### config.mk
export PLATFORM = sky130hd
export DESIGN_NAME = fp_to_fixed
export DESIGN_NICKNAME = d
export VERILOG_FILES = /design/src/rtl/fp_to_fixed.sv
export SDC_FILE = /design/constraint.sdc
export NUM_CORES = 1
export LEC_CHECK = 0
export CORE_UTILIZATION = 50
export DETAILED_ROUTE_END_ITERATION = 8
export PLACE_DENSITY_LB_ADDON = 0.08
export SLEW_MARGIN = 20
export SYNTH_ARGS = -nofsm -noshare
export SYNTH_HDL_FRONTEND = slang
export SYNTH_SLANG_ARGS = --single-unit
### constraint.sdc
create_clock -name clk -period 4.8 [get_ports clk]
set_input_delay 0.72 -clock clk [delete_from_list [all_inputs] [get_ports clk]]
set_output_delay 0.72 -clock clk [all_outputs]
set_load 0.005 [all_outputs]
### src/rtl/fp_to_fixed.sv
// fp_to_fixed: three-stage IEEE-754 to signed fixed-point (Q OUT_INT.OUT_FRAC) converter.
// It has a valid/ready stream on both sides and accepts one word per cycle.
// The optional macro FP2FX_ROUND_EN selects round-to-nearest-even on right shifts.
// Without the macro, right shifts truncate the magnitude.
module fp_to_fixed #(
  parameter int PRECISION = 32,
  parameter int EXPONENT  = 8,
  parameter int FRACTION  = 23,
  parameter int BIAS      = 127,
  parameter int OUT_INT   = 16,
  parameter int OUT_FRAC  = 16
) (
  input  logic                         clk,
  input  logic                         reset,
  input  logic                         in_valid,
  output logic                         in_ready,
  input  logic [PRECISION-1:0]         fp_in,
  output logic                         out_valid,
  input  logic                         out_ready,
  output logic [OUT_INT+OUT_FRAC-1:0]  fixed_out,
  output logic                         ovf,
  output logic                         unf,
  output logic                         nan
);

  localparam int W    = OUT_INT + OUT_FRAC;
  localparam int MW   = FRACTION + 1;    // mantissa including hidden bit
  localparam int MAGW = W + 1;           // magnitude can reach 2^(W-1) and beyond
  localparam int LW   = MW + W + 1;      // left-shift workspace for overflow detection

  localparam logic [1:0] C_ZERO = 2'd0;
  localparam logic [1:0] C_FIN  = 2'd1;
  localparam logic [1:0] C_INF  = 2'd2;
  localparam logic [1:0] C_NAN  = 2'd3;

  localparam logic [W-1:0]    MAX_POS = {1'b0, {(W-1){1'b1}}};
  localparam logic [W-1:0]    MIN_NEG = {1'b1, {(W-1){1'b0}}};
  localparam logic [MAGW-1:0] POS_LIM = MAGW'(MAX_POS);
  localparam logic [MAGW-1:0] NEG_LIM = MAGW'(MIN_NEG);

  logic adv;

  // Stage registers
  logic                 s1_valid, s2_valid;
  logic                 s1_sign, s2_sign;
  logic [1:0]           s1_cls, s2_cls;
  logic [MW-1:0]        s1_mant;
  logic signed [15:0]   s1_sh;
  logic [MAGW-1:0]      s2_mag;
  logic                 s2_big;

  // Next-state values
  logic                 sign_n;
  logic [1:0]           cls_n;
  logic [MW-1:0]        mant_n;
  logic signed [15:0]   sh_n;
  logic [EXPONENT-1:0]  exp_f, e_eff;
  logic [FRACTION-1:0]  frac_f;
  logic [MAGW-1:0]      mag_n;
  logic                 big_n;
  logic [LW-1:0]        wide;
  logic [MW-1:0]        kept;
  int                   sh_i, rsh;
  logic [W-1:0]         res_n;
  logic                 ovf_n, unf_n, nan_n;
`ifdef FP2FX_ROUND_EN
  logic                 guard, sticky;
  logic [MW-1:0]        lost_mask;
`endif

  // The whole pipeline moves together whenever the output slot is free or being drained.
  assign adv      = !out_valid || out_ready;
  assign in_ready = adv;

  // S1: unpack the fields, classify the operand and compute the signed shift amount.
  // NOTE: every variable gets a default at the top of a combinational block, so no latch can be inferred.
  always_comb begin
    sign_n = fp_in[PRECISION-1];
    exp_f  = fp_in[PRECISION-2 -: EXPONENT];
    frac_f = fp_in[FRACTION-1:0];
    mant_n = {(exp_f != '0), frac_f};
    e_eff  = (exp_f == '0) ? EXPONENT'(1) : exp_f;
    sh_n   = 16'(int'(e_eff) - BIAS - FRACTION + OUT_FRAC);
    cls_n  = C_FIN;
    if (&exp_f)
      cls_n = (frac_f != '0) ? C_NAN : C_INF;
    else if (exp_f == '0 && frac_f == '0)
      cls_n = C_ZERO;
  end

  // S2: shift the mantissa into fixed-point position and flag magnitudes too large to represent.
  always_comb begin
    mag_n = '0;
    big_n = 1'b0;
    wide  = '0;
    kept  = '0;
    sh_i  = int'(s1_sh);
    rsh   = -sh_i;
`ifdef FP2FX_ROUND_EN
    guard     = 1'b0;
    sticky    = 1'b0;
    lost_mask = '0;
`endif
    if (sh_i >= 0) begin
      if (sh_i > W) begin
        big_n = |s1_mant;
      end else begin
        wide  = LW'(s1_mant) << sh_i;
        big_n = |wide[LW-1:MAGW];
        mag_n = wide[MAGW-1:0];
      end
    end else begin
      if (rsh <= MW) begin
        kept = s1_mant >> rsh;
`ifdef FP2FX_ROUND_EN
        guard     = |(s1_mant & (MW'(1) << (rsh - 1)));
        lost_mask = (MW'(1) << (rsh - 1)) - MW'(1);
        sticky    = |(s1_mant & lost_mask);
`endif
      end
      mag_n = MAGW'(kept);
`ifdef FP2FX_ROUND_EN
      // A round-up may push the value past the limit; saturation in S3 catches it.
      if (guard && (sticky || kept[0]))
        mag_n = mag_n + MAGW'(1);
`endif
    end
  end

  // S3: apply the sign, saturate to the output range and derive the flags.
  always_comb begin
    res_n = '0;
    ovf_n = 1'b0;
    unf_n = 1'b0;
    nan_n = 1'b0;
    case (s2_cls)
      C_NAN: nan_n = 1'b1;
      C_INF: begin
        res_n = s2_sign ? MIN_NEG : MAX_POS;
        ovf_n = 1'b1;
      end
      C_FIN: begin
        if (s2_big || s2_mag > (s2_sign ? NEG_LIM : POS_LIM)) begin
          res_n = s2_sign ? MIN_NEG : MAX_POS;
          ovf_n = 1'b1;
        end else begin
          res_n = s2_sign ? -s2_mag[W-1:0] : s2_mag[W-1:0];
          unf_n = (s2_mag == '0);
        end
      end
      default: res_n = '0;
    endcase
  end

  // Valid bits and output registers: cleared by reset, advanced together on adv.
  // NOTE: sequential state uses non-blocking assignments so every stage samples the pre-edge values.
  always_ff @(posedge clk) begin
    if (reset) begin
      s1_valid  <= 1'b0;
      s2_valid  <= 1'b0;
      out_valid <= 1'b0;
      fixed_out <= '0;
      ovf       <= 1'b0;
      unf       <= 1'b0;
      nan       <= 1'b0;
    end else if (adv) begin
      s1_valid  <= in_valid;
      s2_valid  <= s1_valid;
      out_valid <= s2_valid;
      fixed_out <= s2_valid ? res_n : '0;
      ovf       <= s2_valid && ovf_n;
      unf       <= s2_valid && unf_n;
      nan       <= s2_valid && nan_n;
    end
  end

  // Stage datapath registers: they move in lockstep with the valid bits.
  // NOTE: datapath registers have no reset; their contents only matter while the matching valid bit is set.
  always_ff @(posedge clk) begin
    if (adv) begin
      s1_sign <= sign_n;
      s1_cls  <= cls_n;
      s1_mant <= mant_n;
      s1_sh   <= sh_n;
      s2_sign <= s1_sign;
      s2_cls  <= s1_cls;
      s2_mag  <= mag_n;
      s2_big  <= big_n;
    end
  end

endmodule

After elaboration in Yosys (flattened, before gate mapping)
Cells that the tools add are included.

Add/subtract/negate cells: 5. Magnitude comparators: 4. Eq/ne operators: 3. Shift-type cells: 2. Mux-type cells: 19. Bitwise logic cells: 1. Reductions and logical operators: 16.

Operator list (count): $mux 32 (5); $mux 24 (3); $pmux 32 s2 (1); $shl 24x32->57 (1); $reduce_or 24->1 (2); $gt 33x32->1 (1); $logic_not 33->1 (1); $le 32x6->1 const B (1); $neg 11->32 (1); $neg 32->32 (1); $shr 24x32->24 (1); $logic_not 23->1 (1); $reduce_bool 23->1 (1); $add 10x6->11 const B (1); $ge 11x1->1 const B (1); $gt 11x7->1 const B (1); $sub 9x6->10 const B (1); $sub 8x7->9 const B (1); $logic_not 8->1 (1); $mux 8 (1); $reduce_and 8->1 (1); $reduce_bool 8->1 (1); $mux 1 (7); $eq 2x2->1 const B (2); 8 further kinds (12).

Register bits: 113. Output and inout bits: 37.

Depth between registers and ports, before layout
Depth after elaboration: 6. Mapped depth: 19.

Worst setup path before layout
OpenSTA, ideal clock, no wires.

Kind: reg2reg. From: register s1_sh[0]. To: register s2_mag[1], data pin. Setup time: 163 ps. Data arrival time: 4074 ps. Setup slack: 563 ps. Stages on the path, launching flop included: 19. Path buffers: 6. Cells stage by stage: edfxtp_1 buf_2 buf_2 buf_2 inv_1 clkbuf_1 ha_1 buf_4 nor4b_4 nand4_1 ha_1 nor4b_1 nand4_1 a2111oi_4 a21oi_2 nor3_4 nand2_2 buf_6 o221ai_1.

Cells in the longest elaborated chain, start to end: 4. Elaborated cells between the ends (all ways): 9.

Ends and longest elaborated chain: start, declared (line 48) `logic signed [15:0] s1_sh;`; start signal, assigned (line 184) `s1_sh <= sh_n;`; $neg 11->32 (line 98) `rsh = -sh_i;`; $le 32x6->1 / $shr 24x32->24 (equally long branches) (line 113, 114); $mux 24 (line 113) `if (rsh <= MW) begin`; $mux 24 (*) (line 104) `if (sh_i >= 0) begin`; net mag_n[1] (line 59) `logic [MAGW-1:0] mag_n;`; end signal, assigned (line 187) `s2_mag <= mag_n;`; end, declared (line 49) `logic [MAGW-1:0] s2_mag;`.

The timed path passes the listed nets; every way through them passes the cells marked *. A chain may end at the register's enable or synchronous reset.

Worst setup path after layout
From: register s2_sign. To: register fixed_out[9].

Cells in the longest elaborated chain, start to end: 6. Elaborated cells between the ends (all ways): 8.

Ends and longest elaborated chain: start, declared (line 45) `logic s1_sign, s2_sign;`; start signal, assigned (line 185) `s2_sign <= s1_sign;`; $mux 32 (line 139, 143, 144); $gt 33x32->1 (line 143) `if (s2_big || s2_mag > (s2_sign ? NEG_LIM : POS_LIM)) begin`; $logic_or 1x1->1 (line 143); $mux 32 (line 143); $pmux 32 s2 (*) (line 136) `case (s2_cls)`; $mux 32 (*) (line 170) `fixed_out <= s2_valid ? res_n : '0;`; end signal, assigned (line 170); end, declared (line 20) `output logic [OUT_INT+OUT_FRAC-1:0] fixed_out,`.

Mark *: on every way between the ends. The rest lies on a longest branch, timed or not.

==> results.sh <==
export IMPL_power_leakage_nw=4.12
export IMPL_share_comb_of_total_power_pct=26.4
export IMPL_power_net_switching_mw=1.08
export IMPL_setup_total_negative_slack_ns=0
export IMPL_syn_num_nets=1174
export IMPL_design_area_mm2=0.0109
export IMPL_cts_tree="built"
export IMPL_layout_cells_most_common_list="sky130_fd_sc_hd__nand2_1, sky130_fd_sc_hd__nor2_1, sky130_fd_sc_hd__a21oi_1"
export IMPL_cp_arrival_ns=4.52
export IMPL_synth_async_reset_ratio_pct=0
export IMPL_clockBufferDepth=2
export IMPL_pin_count_of_the_biggest_net_entering_global_routing=79
export IMPL_synth_area_per_cell_um2=8.65
export IMPL_syn_cell_area_mm2=0.00946
export IMPL_floorplan_die_height_um=140
export IMPL_final_common_cell="sky130_fd_sc_hd__nand2_1"
export IMPL_relSlewSlack_pct=29.5
export IMPL_grt_first_pass_wirelength_um=44200
export IMPL_cp_start_kind="flop"
export IMPL_synth_compound_area_share_pct=20.8
export IMPL_clk_transition_reported_paths_ns=0.06
export IMPL_critical_path_max_fanout=23
export IMPL_worst_pin_slew_ns=1.05
export IMPL_min_delay_path_class="flop to flop"
export IMPL_synth_largest_area_cell="sky130_fd_sc_hd__edfxtp_1"
export IMPL_seq_power_share_pct=35.9
export IMPL_clock_tree_root_driver_cell="sky130_fd_sc_hd__clkbuf_16"
export IMPL_routed_length_per_instance_um=20.3
export IMPL_setup_viol=0
export IMPL_area_fraction_in_and_or_nand_and_nor_cells_after_synthesis_pct=21.6
export IMPL_worstSetupPathType="flop to flop"
export IMPL_p_per_area_mw_per_mm2=294
export IMPL_yosys_most_used_dff="sky130_fd_sc_hd__edfxtp_1"
export IMPL_wl_met1_um=11700
export IMPL_io_buffers=72
export IMPL_grt_antenna_before_repair=0
export IMPL_ant_nets=0
export IMPL_post_synth_num_cell_types=76
export IMPL_ir_drop_uv=261
export IMPL_die_width_um=140
export IMPL_tritoncts_num_sinks=113
export IMPL_max_cap_viol_count=0
export IMPL_hpwl_um=20800
export IMPL_min_period_over_period_pct=87.3
export IMPL_dr_max_layer_used="met4"
export IMPL_boundaryPins=73
export IMPL_met3WireLength_um=1610
export IMPL_clock_skew_final_ns=0.0109
export IMPL_postRouteWirelength_um=27800
export IMPL_crit_path_end_kind="flop"
export IMPL_post_cts_resized=0
export IMPL_synth_adder_area_share_pct=5.95
export IMPL_drt_vias_per_instance=6.47
export IMPL_synth_largest_type_area_fraction_pct=23.8
export IMPL_finish_net_count=1211
export IMPL_final_hold_viol_count=0
export IMPL_internal_power_mw=2.13
export IMPL_yosysWarningCount=0
export IMPL_drt_pre_antenna_iters=6
export IMPL_synth_seq_area_share_pct=31.9
export IMPL_route_detailed_drc=0
export IMPL_cts_buffers_inserted=17
export IMPL_grt_overflow_total=0
export IMPL_start_util_pct=51.8
export IMPL_antenna_cells_inserted=0
export IMPL_core_rowCount=49
export IMPL_ys_seq_elements=113
export IMPL_htree_num_levels=4
export IMPL_via_count=8871
export IMPL_post_synth_mux_area_share_pct=13.8
export IMPL_grt_usage_pct=29.1
export IMPL_fmax_ghz=0.239
export IMPL_final_max_slew_violation_count=0
export IMPL_status="finished clean"
export IMPL_die_area_mm2=0.0195
export IMPL_syn_inst=1093
export IMPL_cts_hold_fix_buffers=0
export IMPL_required_ns=5.13
export IMPL_p_clk_share_pct=37.7
export IMPL_area_growth_syn_to_layout_pct=15.3
export IMPL_gpl_final_weighted_congestion=0.953
export IMPL_post_cts_setup_buffers=0
export IMPL_synth_top_family_by_area="simple AND/OR/NAND/NOR gates"
export IMPL_post_route_min_period_ns=4.19
export IMPL_routed_length_on_met2_um=13500
export IMPL_synth_edff_count=75
export IMPL_detailed_place_area_mm2=0.0103
export IMPL_grt_setup_unrepaired="no"
export IMPL_postLayoutCoreUtil_pct=59.7
export IMPL_first_global_vias=8156
export IMPL_switching_share_pct=33.6
export IMPL_synthTopCellsByArea="sky130_fd_sc_hd__edfxtp_1, sky130_fd_sc_hd__dfxtp_1, sky130_fd_sc_hd__mux2i_1"
export IMPL_synth_xor_xnor_area_share_pct=1.85
export IMPL_clock_latency_reported_for_the_late_side_of_the_worst_skew_pair_ns=0.44
export IMPL_post_route_cells_drive_above_1_share_pct=10.3
export IMPL_core_mm2=0.0183
export IMPL_detail_route_iter0_violations=926
[power by group through the flow]
stage          clock, mW  combinational (mW)  sequential [mW]
2_1_floorplan          0               0.621             1.14
3_3_place_gp           0               0.824             1.17
3_5_place_dp           0               0.825             1.17
4_1_cts             1.22               0.831             1.15
5_1_grt             1.26               0.927             1.16
6_report            1.21               0.848             1.15
[area by class of cell]
cell class,count,area [µm²]
fill,1657,7370
inverter,21,80.1
clock buffer,19,437
multi-input combinational,882,6080
clock inverter,13,111
sequential,113,3010
tap,229,287
timing repair buffer,95,893
[Yosys cell counts (all sizes together) (3+ instances only)]
master   instances
a21o             6
nand2          127
nand2b           9
o221ai           6
mux2            19
or3              7
a22o             8
nor2            99
dfxtp           38
nor4b            4
mux4            23
inv             21
and2             4
a211oi          14
nand4           20
ha              45
o211ai          15
and3             8
or2              3
a221o            4
a31oi           15
buf             21
o21a             5
nand3           30
mux2i           57
xnor2            8
o31a             3
a311oi           3
a22oi            3
nor3            36
o31ai           16
clkbuf          56
a221oi           8
nor3b            4
nor4            27
or4              7
a21oi           89
xor2            12
o21ai           59
a2111oi          3
nor2b           19
edfxtp          75
nand3b           5
o22ai           24
[critical path, stage by stage (launching register included)]
cell	delay (ns)
sky130_fd_sc_hd__edfxtp_1	0.85
sky130_fd_sc_hd__inv_1	0.58
sky130_fd_sc_hd__ha_1	0.51
sky130_fd_sc_hd__nand4_1	0.10
sky130_fd_sc_hd__nor3_1	0.23
sky130_fd_sc_hd__and3_1	0.26
sky130_fd_sc_hd__nor2b_1	0.07
sky130_fd_sc_hd__o21ai_1	0.37
sky130_fd_sc_hd__nand2_1	0.39
sky130_fd_sc_hd__or4_1	0.48
sky130_fd_sc_hd__a32o_1	0.25
[stage by stage]
step           hold WS [ns]  power, mW  instances  setup slack [ns]
4_1_cts               0.413       3.20       1372             0.533
2_1_floorplan         0.400       1.76       1093             0.563
3_3_place_gp          0.403       1.99       1340             0.628
5_1_grt               0.424       3.34       1372             0.242
6_report              0.412       3.21       1372             0.608
3_5_place_dp          0.405       1.99       1340             0.547
[layer usage]
metal	up-vias	GRT usage (%)
met2	382	50.4
met5	-	0
met1	4142	35.5
li1	4271	-
met4	0	13.5
met3	76	4.82
[sequential cells by signal, indices dropped and copies added (netlist names)]
register,cells
fixed_out,32
nan,1
out_valid,1
ovf,1
s1_cls,2
s1_mant,24
s1_sh,11
s1_sign,1
s1_valid,1
s2_big,1
s2_cls,2
s2_mag,33
s2_sign,1
s2_valid,1
unf,1
[cell families (layout without fill, tap and decap cells)]
| logic type | after synthesis | count (layout) |
|---|---|---|
| DFF | 113 | 113 |
| adders and majority gates | 45 | 45 |
| AOI/OAI and AO/OA | 304 | 304 |
| and+or+nand+nor | 414 | 414 |
| xor gates and xnor gates | 20 | 20 |
| buffers and inverters | 98 | 148 |
| muxes | 99 | 99 |
[worst paths after layout]
check             from  slack (ns)      endpoint  cells after the start
max            s2_sign        0.61  fixed_out[9]                     10
min          s1_cls[0]        0.41     s2_cls[0]                      0
max reg2reg    s2_sign        0.61  fixed_out[9]                     10
min reg2reg  s1_cls[0]        0.41     s2_cls[0]                      0
Note: power is estimated with default switching activity, not from simulation.
